<file path="config.mk">
export PLATFORM = sky130hd
export DESIGN_NAME = ac97_cmd_sched_flat
export DESIGN_NICKNAME = d
export VERILOG_FILES = /design/src/rtl/ac97_cmd_sched_if.sv /design/src/rtl/ac97_cmd_sched.sv /design/src/flat_wrapper.sv
export SDC_FILE = /design/constraint.sdc
export NUM_CORES = 1
export LEC_CHECK = 0
export CAP_MARGIN = 20
export CORE_UTILIZATION = 40
export DETAILED_ROUTE_END_ITERATION = 10
export GPL_TIMING_DRIVEN = 1
export PLACE_DENSITY = 0.86
export SYNTH_ARGS = -nofsm -noshare
export SYNTH_HDL_FRONTEND = slang
export SYNTH_SLANG_ARGS = --single-unit
</file>
<file path="constraint.sdc">
create_clock -name ac97_bitclk -period 5.7 [get_ports ac97_bitclk]
set_input_delay 0.57 -clock ac97_bitclk [delete_from_list [all_inputs] [get_ports ac97_bitclk]]
set_output_delay 0.57 -clock ac97_bitclk [all_outputs]
set_load 0.05 [all_outputs]
</file>
<file path="src/rtl/ac97_cmd_sched_if.sv">
// Requester-side handshake of the AC'97 command scheduler: one register
// read/write transaction at a time, accepted with a single-cycle ack.
interface ac97_cmd_sched_if;
    logic        user_req;
    logic        user_rnw;
    logic [6:0]  user_addr;
    logic [15:0] user_wdata;
    logic        user_ack;
    logic [15:0] user_rdata;
    logic        user_rdata_valid;
    logic        user_timeout;

    modport master (
        output user_req, user_rnw, user_addr, user_wdata,
        input  user_ack, user_rdata, user_rdata_valid, user_timeout
    );

    modport slave (
        input  user_req, user_rnw, user_addr, user_wdata,
        output user_ack, user_rdata, user_rdata_valid, user_timeout
    );
endinterface

</file>
<file path="src/rtl/ac97_cmd_sched.sv">
// AC-link command slot 1/2 owner: brings the codec up (reset, volumes, power
// poll), then serves one requester with one register command per frame.
module ac97_cmd_sched #(
    parameter logic [15:0] MASTER_VOL     = 16'h0000,
    parameter logic [15:0] PCM_VOL        = 16'h0808,
    parameter int unsigned TIMEOUT_FRAMES = 4,
    parameter int unsigned POLL_LIMIT     = 255
) (
    input  logic               ac97_bitclk,
    input  logic               rst,
    input  logic               ac97_strobe,
    input  logic [19:0]        ac97_in_slot1,
    input  logic               ac97_in_slot1_valid,
    input  logic [19:0]        ac97_in_slot2,
    output logic [19:0]        ac97_out_slot1,
    output logic               ac97_out_slot1_valid,
    output logic [19:0]        ac97_out_slot2,
    output logic               ac97_out_slot2_valid,
    ac97_cmd_sched_if.slave    user,
    output logic               codec_ready,
    output logic               init_error
);

    typedef enum logic [2:0] {
        S_RST, S_MVOL, S_PVOL, S_POLL, S_PWAIT, S_IDLE, S_UWAIT
    } state_t;

    localparam logic [3:0] TMO        = 4'(TIMEOUT_FRAMES);
    localparam logic [7:0] PLIM       = 8'(POLL_LIMIT);
    localparam logic [6:0] REG_RESET  = 7'h00;
    localparam logic [6:0] REG_MVOL   = 7'h02;
    localparam logic [6:0] REG_PVOL   = 7'h18;
    localparam logic [6:0] REG_PWR    = 7'h26;

    state_t      r_state;
    logic [19:0] r_slot1;
    logic        r_slot1_v;
    logic [19:0] r_slot2;
    logic        r_slot2_v;
    logic [3:0]  r_frame_cnt;
    logic [7:0]  r_poll_cnt;
    logic [6:0]  r_uaddr;
    logic        r_ack;
    logic [15:0] r_rdata;
    logic        r_rvalid;
    logic        r_tmo;
    logic        r_ready;
    logic        r_err;

    state_t      w_state_nxt;
    logic        w_load;
    logic        w_rnw;
    logic [6:0]  w_addr;
    logic [15:0] w_wdata;
    logic [3:0]  w_frame_nxt;
    logic [3:0]  w_frame_inc;
    logic [7:0]  w_poll_nxt;
    logic [7:0]  w_poll_inc;
    logic        w_ack;
    logic        w_rvalid;
    logic        w_tmo;
    logic        w_ready_set;
    logic        w_err_set;
    logic        w_fail;
    logic [6:0]  w_stat_addr;
    logic        w_unused;

    assign w_stat_addr = ac97_in_slot1[18:12];
    assign w_frame_inc = (r_frame_cnt == 4'hF) ? r_frame_cnt : r_frame_cnt + 4'd1;
    assign w_poll_inc  = (r_poll_cnt == 8'hFF) ? r_poll_cnt : r_poll_cnt + 8'd1;
    assign w_unused    = ^{ac97_in_slot1[19], ac97_in_slot1[11:0], ac97_in_slot2[3:0]};

    // NOTE: every variable gets a default before the case so no latch is inferred.
    always_comb begin
        w_state_nxt = r_state;
        w_load      = 1'b0;
        w_rnw       = 1'b0;
        w_addr      = 7'h00;
        w_wdata     = 16'h0000;
        w_frame_nxt = r_frame_cnt;
        w_poll_nxt  = r_poll_cnt;
        w_ack       = 1'b0;
        w_rvalid    = 1'b0;
        w_tmo       = 1'b0;
        w_ready_set = 1'b0;
        w_err_set   = 1'b0;
        w_fail      = 1'b0;
        case (r_state)
            S_RST: begin
                w_load = 1'b1; w_addr = REG_RESET; w_wdata = 16'h0000;
                w_state_nxt = S_MVOL;
            end
            S_MVOL: begin
                w_load = 1'b1; w_addr = REG_MVOL; w_wdata = MASTER_VOL;
                w_state_nxt = S_PVOL;
            end
            S_PVOL: begin
                w_load = 1'b1; w_addr = REG_PVOL; w_wdata = PCM_VOL;
                w_state_nxt = S_POLL;
            end
            S_POLL: begin
                w_load = 1'b1; w_rnw = 1'b1; w_addr = REG_PWR;
                w_frame_nxt = 4'd0;
                w_state_nxt = S_PWAIT;
            end
            S_PWAIT: begin
                w_frame_nxt = w_frame_inc;
                if (ac97_in_slot1_valid && w_stat_addr == REG_PWR) begin
                    if (ac97_in_slot2[7:4] == 4'hF) begin
                        w_ready_set = 1'b1;
                        w_state_nxt = S_IDLE;
                    end else begin
                        w_fail = 1'b1;
                    end
                end else if (w_frame_inc >= TMO) begin
                    w_fail = 1'b1;
                end
                if (w_fail) begin
                    w_poll_nxt  = w_poll_inc;
                    w_err_set   = (w_poll_inc >= PLIM);
                    w_state_nxt = S_POLL;
                end
            end
            S_IDLE: begin
                if (user.user_req) begin
                    w_load  = 1'b1;
                    w_ack   = 1'b1;
                    w_rnw   = user.user_rnw;
                    w_addr  = user.user_addr;
                    w_wdata = user.user_wdata;
                    if (user.user_rnw) begin
                        w_frame_nxt = 4'd0;
                        w_state_nxt = S_UWAIT;
                    end
                end
            end
            S_UWAIT: begin
                w_frame_nxt = w_frame_inc;
                // A match on the final frame beats the timeout.
                if (ac97_in_slot1_valid && w_stat_addr == r_uaddr) begin
                    w_rvalid    = 1'b1;
                    w_state_nxt = S_IDLE;
                end else if (w_frame_inc >= TMO) begin
                    w_tmo       = 1'b1;
                    w_state_nxt = S_IDLE;
                end
            end
            default: w_state_nxt = S_RST;
        endcase
    end

    // NOTE: sequential state uses non-blocking assignments so all registers
    // sample the same pre-edge values.
    always_ff @(posedge ac97_bitclk or posedge rst) begin
        if (rst) begin
            r_state <= S_RST;
        end else if (ac97_strobe) begin
            r_state <= w_state_nxt;
        end
    end

    always_ff @(posedge ac97_bitclk or posedge rst) begin
        if (rst) begin
            r_slot1     <= 20'h0;
            r_slot1_v   <= 1'b0;
            r_slot2     <= 20'h0;
            r_slot2_v   <= 1'b0;
            r_frame_cnt <= 4'd0;
            r_poll_cnt  <= 8'd0;
            r_uaddr     <= 7'h00;
            r_ack       <= 1'b0;
            r_rdata     <= 16'h0000;
            r_rvalid    <= 1'b0;
            r_tmo       <= 1'b0;
            r_ready     <= 1'b0;
            r_err       <= 1'b0;
        end else begin
            r_ack    <= 1'b0;
            r_rvalid <= 1'b0;
            r_tmo    <= 1'b0;
            if (ac97_strobe) begin
                r_frame_cnt <= w_frame_nxt;
                r_poll_cnt  <= w_poll_nxt;
                r_ack       <= w_ack;
                r_rvalid    <= w_rvalid;
                r_tmo       <= w_tmo;
                // A command occupies exactly one frame; slots clear unless reloaded.
                if (w_load) begin
                    r_slot1   <= {w_rnw, w_addr, 12'h000};
                    r_slot1_v <= 1'b1;
                    r_slot2   <= w_rnw ? 20'h0 : {w_wdata, 4'h0};
                    r_slot2_v <= ~w_rnw;
                end else begin
                    r_slot1   <= 20'h0;
                    r_slot1_v <= 1'b0;
                    r_slot2   <= 20'h0;
                    r_slot2_v <= 1'b0;
                end
                if (w_ack && w_rnw) r_uaddr <= w_addr;
                if (w_rvalid)       r_rdata <= ac97_in_slot2[19:4];
                if (w_ready_set)    r_ready <= 1'b1;
                if (w_err_set)      r_err   <= 1'b1;
            end
        end
    end

    assign ac97_out_slot1        = r_slot1;
    assign ac97_out_slot1_valid  = r_slot1_v;
    assign ac97_out_slot2        = r_slot2;
    assign ac97_out_slot2_valid  = r_slot2_v;
    assign user.user_ack         = r_ack;
    assign user.user_rdata       = r_rdata;
    assign user.user_rdata_valid = r_rvalid;
    assign user.user_timeout     = r_tmo;
    assign codec_ready           = r_ready;
    assign init_error            = r_err;

endmodule

</file>
<file path="src/flat_wrapper.sv">
// flat-port wrapper written by rule: the top's interface ports become plain ports
module ac97_cmd_sched_flat 
#(
    parameter logic [15:0] MASTER_VOL     = 16'h0000,
    parameter logic [15:0] PCM_VOL        = 16'h0808,
    parameter int unsigned TIMEOUT_FRAMES = 4,
    parameter int unsigned POLL_LIMIT     = 255
)
  (ac97_bitclk, rst, ac97_strobe, ac97_in_slot1, ac97_in_slot1_valid, ac97_in_slot2, ac97_out_slot1, ac97_out_slot1_valid, ac97_out_slot2, ac97_out_slot2_valid, codec_ready, init_error, user_user_req, user_user_rnw, user_user_addr, user_user_wdata, user_user_ack, user_user_rdata, user_user_rdata_valid, user_user_timeout);
  ac97_cmd_sched_if user_i ();
  input  logic ac97_bitclk;
  input  logic rst;
  input  logic ac97_strobe;
  input  logic [19:0] ac97_in_slot1;
  input  logic ac97_in_slot1_valid;
  input  logic [19:0] ac97_in_slot2;
  output logic [19:0] ac97_out_slot1;
  output logic ac97_out_slot1_valid;
  output logic [19:0] ac97_out_slot2;
  output logic ac97_out_slot2_valid;
  output logic codec_ready;
  output logic init_error;
  input wire logic [$bits(user_i.user_req)-1:0] user_user_req;
  input wire logic [$bits(user_i.user_rnw)-1:0] user_user_rnw;
  input wire logic [$bits(user_i.user_addr)-1:0] user_user_addr;
  input wire logic [$bits(user_i.user_wdata)-1:0] user_user_wdata;
  output wire logic [$bits(user_i.user_ack)-1:0] user_user_ack;
  output wire logic [$bits(user_i.user_rdata)-1:0] user_user_rdata;
  output wire logic [$bits(user_i.user_rdata_valid)-1:0] user_user_rdata_valid;
  output wire logic [$bits(user_i.user_timeout)-1:0] user_user_timeout;
  assign user_i.user_req = user_user_req;
  assign user_i.user_rnw = user_user_rnw;
  assign user_i.user_addr = user_user_addr;
  assign user_i.user_wdata = user_user_wdata;
  assign user_user_ack = user_i.user_ack;
  assign user_user_rdata = user_i.user_rdata;
  assign user_user_rdata_valid = user_i.user_rdata_valid;
  assign user_user_timeout = user_i.user_timeout;
  ac97_cmd_sched #(.MASTER_VOL(MASTER_VOL), .PCM_VOL(PCM_VOL), .TIMEOUT_FRAMES(TIMEOUT_FRAMES), .POLL_LIMIT(POLL_LIMIT)) u_core (.ac97_bitclk(ac97_bitclk), .rst(rst), .ac97_strobe(ac97_strobe), .ac97_in_slot1(ac97_in_slot1), .ac97_in_slot1_valid(ac97_in_slot1_valid), .ac97_in_slot2(ac97_in_slot2), .ac97_out_slot1(ac97_out_slot1), .ac97_out_slot1_valid(ac97_out_slot1_valid), .ac97_out_slot2(ac97_out_slot2), .ac97_out_slot2_valid(ac97_out_slot2_valid), .user(user_i), .codec_ready(codec_ready), .init_error(init_error));
endmodule
</file>
==> impl_metrics.py <==
metrics = {
    "synthesis": {
        "synth_warnings": 0,
        "synth-compound-area-share_pct": 17.0,
        "avgSynthCellArea_um2": 11.0,
        "ys_ff_latch": 69,
        "yosysUniqueCellTypes": 62,
        "synth_xor_xnor_area_share_pct": 3.10,
        "synth_cells": 308,
        "synthMuxAreaShare_pct": 7.31,
        "async_flop_share_pct": 100,
        "synth_ff_type": "dfrtp_1",
        "synth-edff-count": 0,
        "synth-adder-area-share_pct": 0.739,
        "seq_area_frac_synth_pct": 51.0,
        "synth_area_um2": 3390,
        "synth_top_family_by_area": "compound AO/OA/AOI/OAI gates",
        "synth-simple-area-share_pct": 13.3,
    },
    "sta": {
        "slew_headroom_pct": 44.4,
        "skew_ps": 11.1,
        "worst_slew_pin_slew_ps": 834,
        "fin_tns_setup_ps": 0,
        "layout_min_cycle_time_ps": 2840,
        "period_share_pct": 49.8,
        "clock.fmax_mhz": 353,
        "hold_viol": 0,
        "drv_slew": 0,
        "setup_viol_count_final": 0,
        "rsz0062_at_grt": "false",
    },
    "finish": {
        "diodes": 0,
        "nets": 472,
        "final_cell_mix": "clkdlybuf4s50_1, dfrtp_1, nand2_1",
        "areaGrowthSynthToFinish_pct": 34.6,
        "drive_gt1_share_pct": 11.6,
        "final_common_cell": "clkdlybuf4s50_1",
        "utilization_pct": 55.5,
    },
    "min_path": {
        "min_path_type": "reg2reg",
    },
    "setup_path": {
        "critPathKind": "in2reg",
        "critical_path_buf_inv_count": 2,
        "crit_path_start_kind": "input port",
        "slowest_stage": "clkdlybuf4s50_1",
        "endpoint_kind": "register",
        "arrival_ps": 3060,
        "critical-path-top-delay-family": "buffers and inverters",
        "cp.required_ps": 5930,
        "slowest_delay_ps": 730,
        "path_max_fanout": 27,
        "crit_chain": "clkdlybuf4s50_1, inv_2, or3_1, nor2_4, mux2_2",
    },
    "die": {
        "fp.dieW_um": 94.0,
        "floorplan.initialDensity_pct": 41.2,
        "io_pins": 132,
        "dieArea_um2": 8840,
        "placement_rows": 33,
        "die_h_um": 94.0,
        "core-area_um2": 8220,
    },
    "clocking": {
        "cts_tree": "built",
        "clock_path_buffers": 2,
        "numCtsBuffers": 9,
        "postCtsSetupRepairBufs": 0,
        "hold_buffers": 0,
        "clk_root_buffer_cell": "clkbuf_8",
        "cts.clk_slew.worst_paths_ps": 70,
        "clk_latency_ps": 350,
        "clkSinkCount": 69,
        "htree_levels": 3,
        "post_cts_resized": 0,
    },
    "power": {
        "p_int_mw": 1.03,
        "leakage_nw": 2.00,
        "ir_worst_vdd_v": 0.000188,
        "power.share.clock_pct": 23.5,
        "power.switching_mw": 0.703,
        "power_switching_share_pct": 40.6,
        "combPwrFrac_pct": 36.4,
        "p_seq_share_pct": 40.1,
        "powerDensity_nw_per_um2": 379,
    },
    "global_routing": {
        "grt_max_degree": 70,
        "grt_pass1_vias": 2706,
        "antenna_found_initial": 0,
        "track_usage_pct": 18.4,
        "grt_pass1_wl_mm": 12.5,
        "overflow": 0,
    },
    "detailed_routing": {
        "drt_pass1_iterations": 4,
        "wl_per_cell_um": 14.9,
        "viasPerCell": 5.31,
        "postRouteAntennaNets": 0,
        "via_count": 2713,
        "drt_iter0_drc": 71,
        "drc": 0,
        "routed_wl_mm": 7.59,
    },
    "status": {
        "status": "completed",
    },
    "place": {
        "place.gp.congestion": 0.824,
        "portBuffers": 98,
        "dpl.hpwl_mm": 5.56,
    },
    "flow_run": {
        "max_cap_viol_count": 0,
    },
}
==> path summary, 6_finish.rpt <==
check                                              start                                      to  slack [ps]  depth (start not counted)
min reg2reg                u_core.init_error$_DFFE_PP0P_           u_core.init_error$_DFFE_PP0P_         480                          1
max                                          ac97_strobe  u_core.user.user_rdata[12]$_DFFE_PP0P_        2860                          5
min in group asynchronous                            rst   u_core.ac97_out_slot1[19]$_DFFE_PP0P_         790                          3
max reg2reg                u_core.r_state[1]$_DFFE_PP0P_  u_core.user.user_rdata[12]$_DFFE_PP0P_        3370                          4
max in group asynchronous                            rst  u_core.user.user_rdata[15]$_DFFE_PP0P_        4370                          3
min                        u_core.init_error$_DFFE_PP0P_           u_core.init_error$_DFFE_PP0P_         480                          1
==> synthesized netlist by cell type, drive strengths merged (7+ instances only) <==
library cell / number / area share [%]
buf: 24 / 5.4
dfrtp: 69 / 51
inv: 11 / 1.2
o2bb2ai: 7 / 1.8
o21ai: 25 / 3.7
xor2: 8 / 2.1
nand3: 9 / 1.3
nor2: 14 / 1.8
mux2: 19 / 7.3
clkbuf: 8 / 0.89
nand2: 28 / 3.1
a22o: 14 / 3.6
==> worst register-to-register path, cell delays in order, from the launching register on <==
cell,delay [ps]
dfrtp_1,700
nand2_1,180
or3_1,400
nor2_4,510
mux2_2,410
==> through the flow <==
step	setup WS [ps]	std cells	instance area, um^2	hold slack [ps]	power, mW
after floorplan	3390	323	3440	469	1.14
after global placement	2580	495	4350	465	1.30
after detailed placement	2500	495	4350	468	1.33
after CTS	2870	511	4560	483	1.74
after global routing	2730	511	4560	500	1.83
final	2860	511	4560	476	1.73
==> registers in the layout, indices dropped and copies added, names as in the netlist <==
name,count
u_core.ac97_out_slot1,8
u_core.ac97_out_slot1_valid,1
u_core.ac97_out_slot2,16
u_core.ac97_out_slot2_valid,1
u_core.codec_ready,1
u_core.init_error,1
u_core.r_frame_cnt,4
u_core.r_poll_cnt,8
u_core.r_state,3
u_core.r_uaddr,7
u_core.user.user_ack,1
u_core.user.user_rdata,16
u_core.user.user_rdata_valid,1
u_core.user.user_timeout,1
==> cell families after synthesis <==
logic type | after synthesis
simple gates | 82
fa+ha+maj | 2
buf+inv | 43
mux | 19
other cells | 1
compound gates | 80
xor+xnor | 12
flops | 69
==> metal layers <==
metal  wire, um  GRT usage, %  vias to the layer above
met5          0             0                        -
met4        154          6.79                        0
met3        659          7.93                       13
met2       3720          31.1                      118
met1       3060          20.6                     1313
li1           -             -                     1269
==> power by group through the flow <==
stage | Sequential (mW) | Combinational (mW) | Clock, mW
2_1_floorplan | 0.784 | 0.357 | 0
3_3_place_gp | 0.692 | 0.610 | 0
3_5_place_dp | 0.700 | 0.628 | 0
4_1_cts | 0.693 | 0.632 | 0.418
5_1_grt | 0.711 | 0.679 | 0.441
6_report | 0.693 | 0.630 | 0.407
==> final cells by class <==
class | instances | area [um^2]
Timing Repair Buffer | 99 | 988
Multi-Input combinational cell | 211 | 1470
Sequential cell | 69 | 1730
Clock buffer | 10 | 138
Inverter | 11 | 41.3
Clock inverter | 6 | 71.3
Fill cell | 676 | 3650
Tap cell | 105 | 131
Power figures use the tool's default switching activity.
